[config.mk]
export PLATFORM = sky130hd
export DESIGN_NAME = cpu_bus_sequencer_flat
export DESIGN_NICKNAME = d
export VERILOG_FILES = /design/src/rtl/cpu_bus_sequencer_if.sv /design/src/rtl/cpu_bus_sequencer.sv /design/src/flat_wrapper.sv
export SDC_FILE = /design/constraint.sdc
export NUM_CORES = 1
export LEC_CHECK = 0
export ABC_AREA = 1
export CAP_MARGIN = 20
export CORE_MARGIN = 4
export CORE_UTILIZATION = 30
export CTS_CLUSTER_SIZE = 14
export DETAILED_ROUTE_END_ITERATION = 8
export PLACE_DENSITY_LB_ADDON = 0.08
export SYNTH_ARGS = -nofsm -noshare
export SYNTH_HDL_FRONTEND = slang
export SYNTH_SLANG_ARGS = --single-unit
[constraint.sdc]
create_clock -name clk -period 3.8 [get_ports clk]
set_clock_uncertainty 0.05 [all_clocks]
set_input_delay 0.38 -clock clk [delete_from_list [all_inputs] [get_ports clk]]
set_output_delay 0.38 -clock clk [all_outputs]
set_load 0.05 [all_outputs]
[src/rtl/cpu_bus_sequencer_if.sv]
// CPU-side bus bundle: clock enable, stretched reset, RDY, synchronised interrupts
// and the program counter fed back from the core.
interface cpu_bus_sequencer_if;
    logic        cpu_enable;
    logic        cpu_reset;
    logic        cpu_ready;
    logic        cpu_irq_n;
    logic        cpu_nmi_n;
    logic [15:0] pc_monitor;

    modport master (
        output cpu_enable,
        output cpu_reset,
        output cpu_ready,
        output cpu_irq_n,
        output cpu_nmi_n,
        input  pc_monitor
    );

    modport slave (
        input  cpu_enable,
        input  cpu_reset,
        input  cpu_ready,
        input  cpu_irq_n,
        input  cpu_nmi_n,
        output pc_monitor
    );
endinterface

[src/rtl/cpu_bus_sequencer.sv]
// CPU bus sequencer: clock-enable divider, reset stretcher, wait-state/pause RDY
// generation, input synchronisers and a PC history trace buffer.
module cpu_bus_sequencer #(
    parameter int unsigned CLK_DIV      = 4,
    parameter int unsigned WAIT_STATES  = 0,
    parameter int unsigned RESET_CYCLES = 8,
    parameter int unsigned TRACE_DEPTH  = 16
) (
    input  logic                           clk,
    input  logic                           reset,
    input  logic                           pause,
    input  logic                           irq_n,
    input  logic                           nmi_n,
    input  logic                           trace_freeze,
    input  logic [$clog2(TRACE_DEPTH)-1:0] trace_idx,
    output logic [15:0]                    trace_pc,
    output logic [$clog2(TRACE_DEPTH):0]   trace_count,
    cpu_bus_sequencer_if.master            cpu_bus
);

    localparam int unsigned AW = $clog2(TRACE_DEPTH);
    localparam int unsigned DW = (CLK_DIV > 1) ? $clog2(CLK_DIV) : 1;

    localparam logic [DW-1:0] DivLast     = DW'(CLK_DIV - 1);
    localparam logic [7:0]    StretchLast = 8'(RESET_CYCLES - 1);
    localparam logic [3:0]    WaitLoad    = 4'(WAIT_STATES);
    localparam logic [AW:0]   TraceFull   = (AW + 1)'(TRACE_DEPTH);

    logic [DW-1:0] div_q, div_d;
    logic          en_q;
    logic          cres_q;
    logic [7:0]    stretch_q;
    logic [3:0]    wait_q, wait_d;
    logic          ready_q;

    logic          pause_s1_q, pause_s2_q;
    logic          irq_s1_q, irq_s2_q;
    logic          nmi_s1_q, nmi_s2_q;

    logic [15:0]   mem [TRACE_DEPTH];
    logic [15:0]   last_q;
    logic [AW-1:0] wp_q;
    logic [AW-1:0] rd_ptr;
    logic [AW:0]   count_q;
    logic [15:0]   tpc_q;
    logic          capture;

    always_comb begin
        div_d = (div_q == DivLast) ? '0 : div_q + DW'(1);

        // Reset stretch pins the wait counter; otherwise it only moves on enable pulses.
        wait_d = wait_q;
        if (cres_q) begin
            wait_d = '0;
        end else if (en_q) begin
            if (ready_q) begin
                wait_d = WaitLoad;
            end else if (wait_q != 4'd0) begin
                wait_d = wait_q - 4'd1;
            end
        end

        capture = en_q && ready_q && !cres_q && !trace_freeze &&
                  ((cpu_bus.pc_monitor != last_q) || (count_q == '0));

        rd_ptr = wp_q - AW'(1) - trace_idx;
    end

    always_ff @(posedge clk) begin
        if (reset) begin
            div_q      <= '0;
            en_q       <= 1'b0;
            cres_q     <= 1'b1;
            stretch_q  <= '0;
            wait_q     <= '0;
            ready_q    <= 1'b1;
            pause_s1_q <= 1'b0;
            pause_s2_q <= 1'b0;
            irq_s1_q   <= 1'b1;
            irq_s2_q   <= 1'b1;
            nmi_s1_q   <= 1'b1;
            nmi_s2_q   <= 1'b1;
            wp_q       <= '0;
            count_q    <= '0;
            tpc_q      <= '0;
        end else begin
            div_q <= div_d;
            // Registered from the next count so the pulse coincides with div_q == CLK_DIV-1.
            en_q  <= (div_d == DivLast);

            if (cres_q && en_q) begin
                stretch_q <= stretch_q + 8'd1;
                if (stretch_q == StretchLast) begin
                    cres_q <= 1'b0;
                end
            end

            wait_q     <= wait_d;
            // pause_s1_q is what pause_s2_q becomes, so RDY tracks the second stage exactly.
            ready_q    <= (wait_d == 4'd0) && !pause_s1_q;

            pause_s1_q <= pause;
            pause_s2_q <= pause_s1_q;
            irq_s1_q   <= irq_n;
            irq_s2_q   <= irq_s1_q;
            nmi_s1_q   <= nmi_n;
            nmi_s2_q   <= nmi_s1_q;

            if (capture) begin
                wp_q <= wp_q + AW'(1);
                if (count_q != TraceFull) begin
                    count_q <= count_q + (AW + 1)'(1);
                end
            end

            // Reads see the pre-write contents when the same entry is captured this clock.
            tpc_q <= ({1'b0, trace_idx} >= count_q) ? 16'h0000 : mem[rd_ptr];
        end
    end

    // Trace storage is deliberately not reset; count_q alone defines validity.
    always_ff @(posedge clk) begin
        if (capture && !reset) begin
            mem[wp_q] <= cpu_bus.pc_monitor;
            last_q    <= cpu_bus.pc_monitor;
        end
    end

    assign cpu_bus.cpu_enable = en_q;
    assign cpu_bus.cpu_reset  = cres_q;
    assign cpu_bus.cpu_ready  = ready_q;
    assign cpu_bus.cpu_irq_n  = irq_s2_q;
    assign cpu_bus.cpu_nmi_n  = nmi_s2_q;
    assign trace_pc           = tpc_q;
    assign trace_count        = count_q;

endmodule

[src/flat_wrapper.sv]
// flat-port wrapper written by rule: the top's interface ports become plain ports
module cpu_bus_sequencer_flat 
#(
    parameter int unsigned CLK_DIV      = 4,
    parameter int unsigned WAIT_STATES  = 0,
    parameter int unsigned RESET_CYCLES = 8,
    parameter int unsigned TRACE_DEPTH  = 16
)
  (clk, reset, pause, irq_n, nmi_n, trace_freeze, trace_idx, trace_pc, trace_count, cpu_bus_cpu_enable, cpu_bus_cpu_reset, cpu_bus_cpu_ready, cpu_bus_cpu_irq_n, cpu_bus_cpu_nmi_n, cpu_bus_pc_monitor);
  cpu_bus_sequencer_if cpu_bus_i ();
  input  logic clk;
  input  logic reset;
  input  logic pause;
  input  logic irq_n;
  input  logic nmi_n;
  input  logic trace_freeze;
  input  logic [$clog2(TRACE_DEPTH)-1:0] trace_idx;
  output logic [15:0] trace_pc;
  output logic [$clog2(TRACE_DEPTH):0] trace_count;
  output wire logic [$bits(cpu_bus_i.cpu_enable)-1:0] cpu_bus_cpu_enable;
  output wire logic [$bits(cpu_bus_i.cpu_reset)-1:0] cpu_bus_cpu_reset;
  output wire logic [$bits(cpu_bus_i.cpu_ready)-1:0] cpu_bus_cpu_ready;
  output wire logic [$bits(cpu_bus_i.cpu_irq_n)-1:0] cpu_bus_cpu_irq_n;
  output wire logic [$bits(cpu_bus_i.cpu_nmi_n)-1:0] cpu_bus_cpu_nmi_n;
  input wire logic [$bits(cpu_bus_i.pc_monitor)-1:0] cpu_bus_pc_monitor;
  assign cpu_bus_cpu_enable = cpu_bus_i.cpu_enable;
  assign cpu_bus_cpu_reset = cpu_bus_i.cpu_reset;
  assign cpu_bus_cpu_ready = cpu_bus_i.cpu_ready;
  assign cpu_bus_cpu_irq_n = cpu_bus_i.cpu_irq_n;
  assign cpu_bus_cpu_nmi_n = cpu_bus_i.cpu_nmi_n;
  assign cpu_bus_i.pc_monitor = cpu_bus_pc_monitor;
  cpu_bus_sequencer #(.CLK_DIV(CLK_DIV), .WAIT_STATES(WAIT_STATES), .RESET_CYCLES(RESET_CYCLES), .TRACE_DEPTH(TRACE_DEPTH)) u_core (.clk(clk), .reset(reset), .pause(pause), .irq_n(irq_n), .nmi_n(nmi_n), .trace_freeze(trace_freeze), .trace_idx(trace_idx), .trace_pc(trace_pc), .trace_count(trace_count), .cpu_bus(cpu_bus_i));
endmodule
# Word-level counts from Yosys, hierarchy flattened
# Memory sizes are Yosys's and may differ from the RTL's. A register that Yosys moved wholly into a read port is not among the register bits.
# Index checks and enable logic that the tools add are counted.
# totals
register_bits,47
mem_bits_rw,256
input_bits,26
word_cells,53
mem_count,1
# op_classes
n_addsub,7
n_lt_le_gt_ge,1
n_eq_ne,5
muxes,7
n_reduce_logical,18
# mem_list
memory,words,width,read_ports,rd_clocked_by_memory_dff,write_ports,line_no,rtl
u_core.mem,16,16,1,1,1,cpu_bus_sequencer.sv:40,logic [15:0] mem [TRACE_DEPTH];
# op_table
cell,count
4-bit 2-to-1 mux,4
16-bit inequality test,1
"8-bit by 1-bit adder with 8-bit output, second input constant",1
"8-bit by 3-bit equality test with 1-bit output, second input constant",1
"4-bit by 1-bit subtractor with 4-bit output, second input constant",2
1-bit logical AND,7
"5-bit by 1-bit adder with 5-bit output, second input constant",1
4-bit by 5-bit >= comparator with 1-bit output,1
5-bit logical NOT,1
"5-bit inequality test, second input constant",1
"4-bit by 1-bit adder with 4-bit output, second input constant",1
"2-bit equality test, second input constant",2
1-bit logical NOT,4
4-bit logical NOT,1
2-bit AND reduction,2
4-bit nonzero test,1
4-bit subtractor,1
"2-bit by 1-bit adder with 2-bit output, second input constant",1
1-bit 2-to-1 mux,2
2-bit 2-to-1 mux,1
2-bit OR reduction,1
1-bit logical OR,1

# Longest topological paths before layout
# Gate-level depths: netlist of run 1.
# depth
word_depth,7
ltp_mapped,13
ltp_nobuf,11

# Worst setup path after synthesis of run 1
# OpenSTA, ideal clock, no wires.
# synth_path
path_kind,reg2reg
from,register u_core.en_q (netlist: u_core.cpu_bus.cpu_enable)
to,"memory u_core.mem[0][0], enable pin"
setup_time_ns,0.389
arrival_time_ns,3.034
t_required_ns,3.361
path_slack_ns,0.327
path_stages_with_launch,7
path_buffers,0
synth_period_minus_slack_ns,3.473
cell_sequence,dfxtp_1 nand2_1 nor3_2 nand2_1 nor2_1 nand2_1 nor2_1
# synth_between
elab_chain_len,7
# synth_rtl
item,line_no,rtl
"start, declared",cpu_bus_sequencer.sv:30,logic en_q;
"start signal, assigned",cpu_bus_sequencer.sv:89,en_q <= (div_d == DivLast);
1-bit logical AND (4 in series),cpu_bus_sequencer.sv:63,capture = en_q && ready_q && !cres_q && !trace_freeze &&
1-bit logical AND,cpu_bus_sequencer.sv:123,if (capture && !reset) begin
1-bit 2-to-1 mux,cpu_bus_sequencer.sv:123,
1-bit 2-to-1 mux (not written as such),cpu_bus_sequencer.sv:124,mem[wp_q] <= cpu_bus.pc_monitor;
"end, declared",cpu_bus_sequencer.sv:40,
# No other way between the ends.

# Worst setup path after layout of run 1
# layout_path
from,register u_core.wp_q[0]
to,register u_core.tpc_q[14] (netlist: u_core.trace_pc[14]) (read register of u_core.mem)
# layout_between
elab_chain_len,2
# layout_rtl
item,line_no,rtl
"start, declared",cpu_bus_sequencer.sv:42,logic [AW-1:0] wp_q;
"start signal, assigned",cpu_bus_sequencer.sv:110,wp_q <= wp_q + AW'(1);
4-bit by 1-bit subtractor with 4-bit output,cpu_bus_sequencer.sv:66,rd_ptr = wp_q - AW'(1) - trace_idx;
4-bit subtractor,cpu_bus_sequencer.sv:66,
"end, declared",cpu_bus_sequencer.sv:45,logic [15:0] tpc_q;
# No other way between the ends.
# A chain may end at the register's enable or synchronous reset.

==> impl_results.md, run 1 <==
* Status: complete, no violations
* Clock Pin Slew Worst Setup and Hold Paths at 60 ps
* Clock buffer depth at 3
* FF+latch count, synth at 319
* Clock sink total at 319
* Root Buffer Master: clkbuf_16
* Inst Count DP at 1776
* I/O pins at 52
* Ys Warns at 0
* Skew-Pair Late Insertion Delay at 540 ps
* Crit path required time at 4130 ps
* Most area-hungry cell type in the Yosys netlist: edfxtp_1
* Worst IR Drop VDD at 0.2718 mV
* Die height at 216.4 um
* Vias per cell at 4.574
* P_leak at 0.005521 uW
* Gr ovfl total at 0
* Top-count cell post-synth: edfxtp_1
* Final Hold Fails at 0
* Die width at 216.4 um
* First-pass GRT wire length at 52790 um
* Fin. max-slew vios at 0
* DIE AREA at 46820 um2
* R2R Setup Slk at 810 ps
* Final HPWL DP at 20980 um
* Cell area power density at 483.0 nW/um2
* Top FF cell, synth: edfxtp_1
* Pre-antenna DRT Iters at 5
* Net Count, Synth at 1174
* Seq/Total Area, Yosys at 69.93%
* Critical path destination: u_core.trace_pc[14]
* 1st-iter DRT viols at 498
* Port buffer count at 51
* Most instantiated cells after synthesis: edfxtp_1 (272), nor2_1 (241), o21ai_0 (139)
* Synth Area per Inst at 11.53 um2
* R2R cell count at 10
* Worst Setup SP: u_core.wp_q[0]
* Area delta synth->final at 23.60%
* Final Non-Filler Cells at 1845
* Htree depth at 2
* Post-Synthesis Cells at 1130
* CTS tree: yes
* Hold_buf cts at 0
* Cts bufs inserted at 38
* Final setup viols at 0
* Initial antenna violation count at 0
* Synth top area share at 62.70%
* Pin count of the biggest net entering global routing at 68
* Worst r2r src: u_core.wp_q[0]
* CP startpoint kind: flop
* Netlist cell types at 35
* Total track usage at 15.12%
* Rel. slew slack at 34.92%
* Hold WC Path Type: in -> reg
* GP Congestion at 0.7139
* Initial Utilization at 30.31%
* Vias in the first global route at 8066
* Site Rows at 76
* Final nets at 1275
* Crit path time final at 2989 ps
* Max_cap viols at 0
* # Post-CTS Setup Buffers at 0
* Residual DRC at 0
* Fill count at 4277
* Max frequency at 334.6 MHz
* Mapped Area at 13030 um2
* Async set-reset flop share out of synthesis at 0%
* Crit path max fanout at 40
* Drt wl/cell at 19.14 um
* Post-synth EDFFs at 272
* Top cells by area, synth: edfxtp_1 (63%), dfxtp_1 (7.2%), nor2_1 (6.9%)
* Layout cells sized above 1 at 13.81%
* Crit end category: flop
* RSZ-0062 raised after global routing: no
* Worst R2R End: u_core.trace_pc[14]
* Slew @ Worst Pin at 972.6 ps
* Final Cycle Share at 78.65%
* Setup TNS at 0 ps
* Routed WL at 35310 um
* Via Count at 8439
* Core Area at 42980 um2
* Post-route ant nets at 0
* Critical path class: reg -> reg
* Worst path arrival time at 3320 ps
* Antenna cells at 0
* Post-CTS sizing at 0
-- layout make-up --
class,count,area [um2],area share [%]
clock inverters,13,112.6,0.6994
well taps,585,732.0,4.546
clock buffers,56,1090,6.769
flip-flops and latches,319,9109,56.57
repair buffers,115,1279,7.942
inverters,68,259.0,1.609
multi-input cells,689,3520,21.86
-- sequential cells by signal, indices dropped and copies added (netlist names), 2 cells and up --
| register | count |
|---|---|
| u_core.wait_q | 4 |
| u_core.mem | 256 |
| u_core.trace_pc | 16 |
| u_core.last_q | 16 |
| u_core.trace_count | 5 |
| u_core.div_q | 2 |
| u_core.stretch_q | 8 |
| u_core.wp_q | 4 |
-- worst max-delay path, cell delays in order, from the launching register on --
cell     delay (ps)
dfxtp_1         390
ha_4            200
fa_4           1000
buf_12          250
buf_4           260
nor2_1           60
o21ai_0          70
o21ai_0         110
mux2_2          270
nand2_1          70
a21oi_2          60
-- placed cells by master, fill, tap and decap left out, types with 13 or more instances in the layout --
cell | netlist | final
o21ai_1 | 80 | 79
a21oi_1 | 20 | 20
nor3_2 | 1 | 13
nor2_1 | 241 | 236
buf_4 | 5 | 41
dfxtp_1 | 47 | 47
nand2_1 | 103 | 103
mux2_2 | 16 | 16
o21ai_0 | 139 | 139
inv_1 | 55 | 55
clkinv_1 | 10 | 15
clkdlybuf4s50_1 | 0 | 51
buf_12 | 0 | 23
ha_1 | 17 | 16
nand3_1 | 16 | 16
clkbuf_16 | 0 | 39
edfxtp_1 | 272 | 272
-- how the worst min path moves through the flow --
| stage | to | cells past startpoint | from | slack, ps |
|---|---|---|---|---|
| after floorplan | u_core.cpu_bus.cpu_irq_n | 1 | u_core.irq_s1_q | 340 |
| after CTS | u_core.pause_s1_q | 3 | pause | 270 |
| final | u_core.pause_s1_q | 3 | pause | 300 |
| after global routing | u_core.pause_s1_q | 3 | pause | 290 |
| after detailed placement | u_core.cpu_bus.cpu_irq_n | 1 | u_core.irq_s1_q | 340 |
| after global placement | u_core.cpu_bus.cpu_irq_n | 1 | u_core.irq_s1_q | 340 |
-- cell families (layout without fill, tap and decap cells) --
group                    after synthesis  after routing  synth area share [%]
AND/OR/NAND/NOR                      386            386                 11.70
adder cells (fa/ha/maj)               18             18                 1.787
AO/OA/AOI/OAI                        254            254                 10.14
buffers and inverters                122            252                 3.996
flip-flops                           319            319                 69.93
multiplexers                          16             16                 1.383
XOR/XNOR                              15             15                 1.066
-- routing by layer --
| metal | global-route usage [%] | wire [um] | up-vias |
|---|---|---|---|
| met5 | 0 | 0 | - |
| met4 | 4.331 | 681 | 0 |
| met3 | 2.426 | 1148 | 44 |
| met2 | 24.14 | 16410 | 126 |
| met1 | 21.44 | 17060 | 4140 |
| li1 | - | - | 4129 |
-- stage by stage --
step           hold slack, ps  power (uW)  instance area [um2]  util [%]  setup WS [ps]
2_1_floorplan           339.5        4145                13030         -          327.4
3_3_place_gp            341.7        4357                14900     34.66          328.0
3_5_place_dp            344.5        4359                14900     34.66          253.2
4_1_cts                 268.5        7911                16100     37.46          779.8
5_1_grt                 293.0        8106                16100     37.46          607.1
6_report                303.8        7776                16100     37.46          811.3
-- where the power goes --
group	total [uW]	leakage [uW]	switching, uW	internal, uW
Combinational	458	0.00210	298	160
Clock	3500	0.000591	1380	2120
Sequential	3820	0.00283	10.7	3810
(Power assumes the default switching activity.)
==> run 2, diff against run 1 <==
- clock period: 3.8 -> 2.6 ns (I/O delays scaled with it)
==> run 2 against run 1 <==
- routed wire length rose by 5.5%
- setup slack lost 730 ps
- utilization increased by 2.2 points
==> impl_results.md, run 2 (synthesis gave the netlist of run 1 again) <==
* Largest Register: u_core.mem
* GP Congestion at 0.7444 (+4.3%)
* Commonest non-fill, non-tap cell in the layout: edfxtp_1
* Skew-Pair Late Insertion Delay at 550 ps (about the same)
* Final Cycle Share at 96.72% (+18 points)
* Routed WL at 37260 um (+5.5%)
* Htree depth at 2 (unchanged)
* Final Non-Filler Cells at 1912 (+3.6%)
* 1st-iter DRT viols at 418 (-16%)
* CP startpoint kind: flop
* Residual DRC at 0 (unchanged)
* Vias in the first global route at 8731 (+8.2%)
* Layout cells sized above 1 at 18.99% (+5.2 points)
* Final Hold Fails at 0 (unchanged)
* Final Power at 11420 uW (+47%)
* Clock Pin Slew Worst Setup and Hold Paths at 50 ps (about the same)
* Root Buffer Master: clkbuf_16
* Max_cap viols at 0 (unchanged)
* Post-route ant nets at 0 (unchanged)
* Initial Utilization at 30.31% (unchanged)
* Clock buffer depth at 3 (unchanged)
* RSZ-0062 raised after global routing: yes
* Setup TNS at 0 ps (unchanged)
* P_leak at 0.006092 uW (+10%)
* DIE AREA at 46820 um2 (unchanged)
* Worst path arrival time at 2900 ps (-420 ps)
* First-pass GRT wire length at 55590 um (+5.3%)
* Core Area at 42980 um2 (unchanged)
* Most frequent cells in the layout: edfxtp_1 (272), nor2_1 (235), o21ai_0 (129)
* CTS tree: yes
* I/O pins at 52 (unchanged)
* Area delta synth->final at 30.74%
* Crit path max fanout at 14 (-65%)
* Antenna cells at 0 (unchanged)
* Via Count at 8617 (+2.1%)
* Pin count of the biggest net entering global routing at 48 (-29%)
* Crit path required time at 2980 ps (-1150 ps)
* Site Rows at 76 (unchanged)
* Pre-antenna DRT Iters at 5 (unchanged)
* Final nets at 1340 (+5.1%)
* Crit end category: flop
* Hold WC Path Type: in -> reg
* Die width at 216.4 um (unchanged)
* Max frequency at 397.7 MHz (+19%)
* Largest register FFs at 256 (unchanged)
* Die height at 216.4 um (unchanged)
* Total track usage at 15.86% (+0.74 points)
* Cell area power density at 670.8 nW/um2 (+39%)
* Gr ovfl total at 0 (unchanged)
* Final setup viols at 0 (unchanged)
* Rel. slew slack at 61.86% (+27 points)
* Vias per cell at 4.507 (-1.5%)
* Worst IR Drop VDD at 0.3643 mV (+34%)
* Clock sink total at 319 (unchanged)
* Inst Count DP at 1825 (+2.8%)
* Crit path time final at 2515 ps (-474.1 ps)
* Port buffer count at 51 (unchanged)
* Fin. max-slew vios at 0 (unchanged)
* Cts bufs inserted at 39 (+2.6%)
* Initial antenna violation count at 0 (unchanged)
* Drt wl/cell at 19.49 um (+1.8%)
* Critical path class: reg -> reg
* Status: complete, no violations
* Slew @ Worst Pin at 570.4 ps (-402.2 ps)
* Final HPWL DP at 23340 um (+11%)
==> run 2: area by class of cell <==
class	count	area (um2)
Fill cell	4228	25950
Sequential cell	319	9111
Multi-Input combinational cell	689	3638
Timing Repair Buffer	179	2081
Clock buffer	57	1125
Tap cell	585	732.0
Inverter	68	259.0
Clock inverter	15	83.83
==> run 2: power by group <==
part | total [uW] | internal [uW] | leakage [uW] | switching [uW]
Combinational | 761 | 312 | 0.00267 | 449
Clock | 5080 | 3000 | 0.000600 | 2080
Sequential | 5580 | 5570 | 0.00283 | 16.2
Total | 11400 | 8880 | 0.00609 | 2540
==> run 2: timing repair <==
action,4_1_cts,5_1_grt
gates cloned,1,3
buffers inserted,6,5
pin swaps,6,3
resized for setup,3,20
endpoints found under the hold margin,0,0
endpoints found under the setup margin,78,134
hold buffers,0,0
==> run 2: worst max-delay path, stage by stage (launching register included) <==
cell	delay, ps
dfxtp_2	330
ha_4	160
fa_4	880
buf_12	130
buf_4	190
nor2_1	60
o21ai_0	80
o21ai_1	110
mux2_2	270
nand2_1	70
a21oi_2	70
==> run 2: path summary, 6_finish.rpt <==
kind                    from                  endpoint  slack, ps  depth (start not counted)
max           u_core.wp_q[0]       u_core.trace_pc[12]         90                         10
min                    pause         u_core.pause_s1_q        200                          3
max reg2reg   u_core.wp_q[0]       u_core.trace_pc[12]         90                         10
min reg2reg  u_core.irq_s1_q  u_core.cpu_bus.cpu_irq_n        360                          1
==> run 2: per-layer routing <==
metal / vias to the layer above / share of wire, % / GRT usage, %
li1: 4261 / - / -
met1: 4126 / 47 / 21.73
met2: 171 / 47 / 25.69
met3: 59 / 3.9 / 3.071
met4: 0 / 2.7 / 4.843
met5: - / 0 / 0
==> run 2: stage by stage <==
stage | util, % | hold WS [ps] | area [um2] | setup WS, ps
floorplan | - | 308.9 | 13130 | -46.33
global placement | 36.09 | 342.2 | 15510 | -546.4
detailed placement | 36.09 | 344.3 | 15510 | -576.7
CTS | 39.24 | 164.7 | 16860 | -31.46
global route | 39.62 | 177.3 | 17030 | -14.33
finish | 39.62 | 200.2 | 17030 | 85.38
==> run 3, diff against run 2 <==
- ABC_AREA: 1 -> not set
==> run 3 against run 2 <==
- clock power increased by 2%
- non-clock buffer count decreased by 40
- sequential cell count unchanged
- routed wire length decreased by 13%
- via count decreased by 24%
- setup slack improved by 64 ps
- first-iteration DRC count decreased by 2.9%
- sequential share of layout area increased by 3.0 points
- critical path depth decreased by 3
- critical path type unchanged
- critical endpoint is now u_core.mem[8][15]
- largest power group unchanged
==> impl_results.md, run 3 <==
* Status: complete, no violations
* Via Count at 6588 (-24%)
* Post-synthesis mux area share at 14.83% (+13 points)
* Most Used Layer, Global Route: met2
* Final nets at 854 (-36%)
* Seq/Total Area, Yosys at 72.73% (+2.8 points)
* Register area at 9110 um2 (about the same)
* Routed WL at 32420 um (-13%)
* Root Buffer Master: clkbuf_16
* DIE AREA at 45080 um2 (-3.7%)
* Xor/xnor share of the synthesized area at 1.878% (+0.81 points)
* Area of the multi-input gates at 3430 um2 (-5.7%)
* Netlist cell types at 51 (+46%)
* Setup ws final at 149.5 ps (+64.14 ps)
* Max frequency at 408.1 MHz (+2.6%)
* Area delta synth->final at 28.68%
* Clock Pin Slew Worst Setup and Hold Paths at 60 ps (about the same)
* Post-synth EDFFs at 272 (unchanged)
* Setup WS pre-CTS at -410.2 ps (+166.6 ps)
* Grt met2 use at 24.76% (-0.93 points)
* Crit path required time at 2790 ps (-190 ps)
* Post-Synthesis Cells at 662 (-41%)
* Slowest cell delay on critical path at 540 ps (-340 ps)
* First-pass GRT wire length at 48080 um (-14%)
* Synth Area per Inst at 18.92 um2 (+64%)
* Total track usage at 14.67% (-1.2 points)
* Top FF cell, synth: edfxtp_1
* Simple-Gate Fraction of Synth Area at 4.586% (-7.1 points)
* Post-CTS sizing at 1 (-2)
* Slew @ Worst Pin at 630.8 ps (+60.43 ps)
* Commonest non-fill, non-tap cell in the layout: edfxtp_1
* # Post-CTS Setup Buffers at 0 (-6)
* Initial antenna violation count at 0 (unchanged)
* Crit end category: flop
* CTS tree: yes
* Final Cycle Share at 94.25% (-2.5 points)
* Cell area power density at 703.3 nW/um2 (+4.8%)
* Hold WC Path Type: in -> reg
* I/O pins at 52 (unchanged)
* Final Hold Fails at 0 (unchanged)
* Hold slack final at 257.4 ps (+57.26 ps)
* M3 GR Usage at 2.818% (-0.25 points)
* Residual DRC at 0 (unchanged)
* Final Util at 39.29% (-0.33 points)
* Adder-cell area share of the yosys netlist at 1.858% (+0.072 points)
* Port buffer count at 51 (unchanged)
* Worst path arrival time at 2640 ps (-260 ps)
* Most area-hungry cell type in the Yosys netlist: edfxtp_1
* Fin. max-slew vios at 0 (unchanged)
* Site Rows at 74 (-2.6%)
* RSZ-0062 raised after global routing: no
* Cts bufs inserted at 37 (-5.1%)
* Clock buffer depth at 3 (unchanged)
* Largest family of logic cells by synthesized area: multiplexers
* Synth top area share at 65.22% (+2.5 points)
* Core Area at 41020 um2 (-4.6%)
* Layout cells sized above 1 at 28.40% (+9.4 points)
* Pin count of the biggest net entering global routing at 33 (-31%)
* FF+latch count, synth at 319 (unchanged)
* Fill count at 3682 (-13%)
* Antenna cells at 0 (unchanged)
* Async set-reset flop share out of synthesis at 0% (unchanged)
* Top-count cell post-synth: edfxtp_1
* Critical path class: reg -> reg
* Crit path max fanout at 17 (+3)
* Mapped Area at 12520 um2 (-3.9%)
* Ordered list of cells on the worst path: xor2_1, nor4_4, nand3_2, o21ai_4, buf_12, nor3_4, buf_4
* Most instantiated cells after synthesis: edfxtp_1 (272), mux4_2 (64), dfxtp_1 (47)
* Drt wl/cell at 23.66 um (+21%)
* Ys Warns at 0 (unchanged)
* Gr ovfl total at 0 (unchanged)
* Crit path time final at 2450 ps (-64.14 ps)
* Most frequent cells in the layout: edfxtp_1 (272), mux4_2 (64), clkdlybuf4s50_1 (51), buf_4 (51), dfxtp_1 (46)
* Vias per cell at 4.809 (+6.7%)
* Vias in the first global route at 7145 (-18%)
* Clock sink total at 319 (unchanged)
* Die width at 212.3 um (-1.9%)
* Largest Register: u_core.mem
* Worst IR Drop VDD at 0.4297 mV (+18%)
* Initial Utilization at 30.53% (+0.23 points)
* Rel. slew slack at 57.81% (-4.1 points)
* Grt met1 use at 19.72% (-2.0 points)
* Final HPWL DP at 21440 um (-8.2%)
* Worst path slowest cell: xor2_1
* Final setup viols at 0 (unchanged)
* Skew-Pair Late Insertion Delay at 530 ps (-20 ps)
* Final Power at 11330 uW (-0.78%)
* GP Congestion at 0.7488 (+0.59%)
* Pre-antenna DRT Iters at 4 (-1)
* Top cells by area, synth: edfxtp_1 (65%), mux4_2 (12%), dfxtp_1 (7.5%)
* CP startpoint kind: flop
* P_leak at 0.005494 uW (-9.8%)
* Largest register FFs at 256 (unchanged)
* Htree depth at 2 (unchanged)
* Compound-Gate Fraction of Synth Area at 2.388% (-7.8 points)
* Setup TNS at 0 ps (unchanged)
* 1st-iter DRT viols at 406 (-2.9%)
* Max_cap viols at 0 (unchanged)
* Post-route ant nets at 0 (unchanged)
* Hold_buf cts at 0 (unchanged)
* Die height at 212.3 um (-1.9%)
* Net Count, Synth at 706 (-40%)
-- run 3: changes by cell type after synthesis, moves of 38 or more --
cell and change:
inv_1 -38, mux4_2 +64, nand2_1 -82, nor2_1 -217, o21ai_0 -137, o21ai_1 -79
-- run 3: stage by stage --
stage          cells  area [um2]
3_5_place_dp    1303       14900
2_1_floorplan    662       12640
3_3_place_gp    1303       14900
6_report        1370       16120
5_1_grt         1370       16120
4_1_cts         1370       16120
-- run 3: path summary, 6_finish.rpt --
kind                                   startpoint                        to  slack (ps)  cells after the start
worst max-delay path             u_core.last_q[6]         u_core.mem[8][15]         150                      7
worst min-delay path                        pause         u_core.pause_s1_q         260                      2
worst max register to register   u_core.last_q[6]         u_core.mem[8][15]         150                      7
worst min register to register  u_core.pause_s1_q  u_core.cpu_bus.cpu_ready         360                      1
-- run 3: cells by family after synthesis --
| logic type | Yosys count |
|---|---|
| flip-flops | 319 |
| AND/OR/NAND/NOR | 102 |
| buffers and inverters | 47 |
| adder cells (fa/ha/maj) | 18 |
| XOR/XNOR | 26 |
| multiplexers | 104 |
| AO/OA/AOI/OAI | 46 |
-- run 3: final cells by class --
type | count | share of cell area (%)
multi-input cells | 296 | 21.28
flip-flops and latches | 319 | 56.53
well taps | 532 | 4.130
inverters | 17 | 0.3960
clock inverters | 15 | 1.110
clock buffers | 52 | 6.413
repair buffers | 139 | 10.14
-- run 3: layer usage --
layer,vias up,wire length (um)
li1,2942,-
met1,3473,14220
met2,137,16220
met3,36,1471
met4,0,508
met5,-,0
-- run 3: report_power, final --
part	internal, uW	switching (uW)	total [uW]
logic	259	328	586
registers	5570	12.7	5580
clock network	3170	2000	5170
total	8990	2340	11300
-- run 3: worst max-delay path: cells and delay by family, from the launching register on --
family / cells / cell delay [ps]
xor gates and xnor gates: 1 / 540
and+or+nand+nor: 3 / 690
buffers and inverters: 2 / 400
DFF: 1 / 380
AOI/OAI and AO/OA: 1 / 80
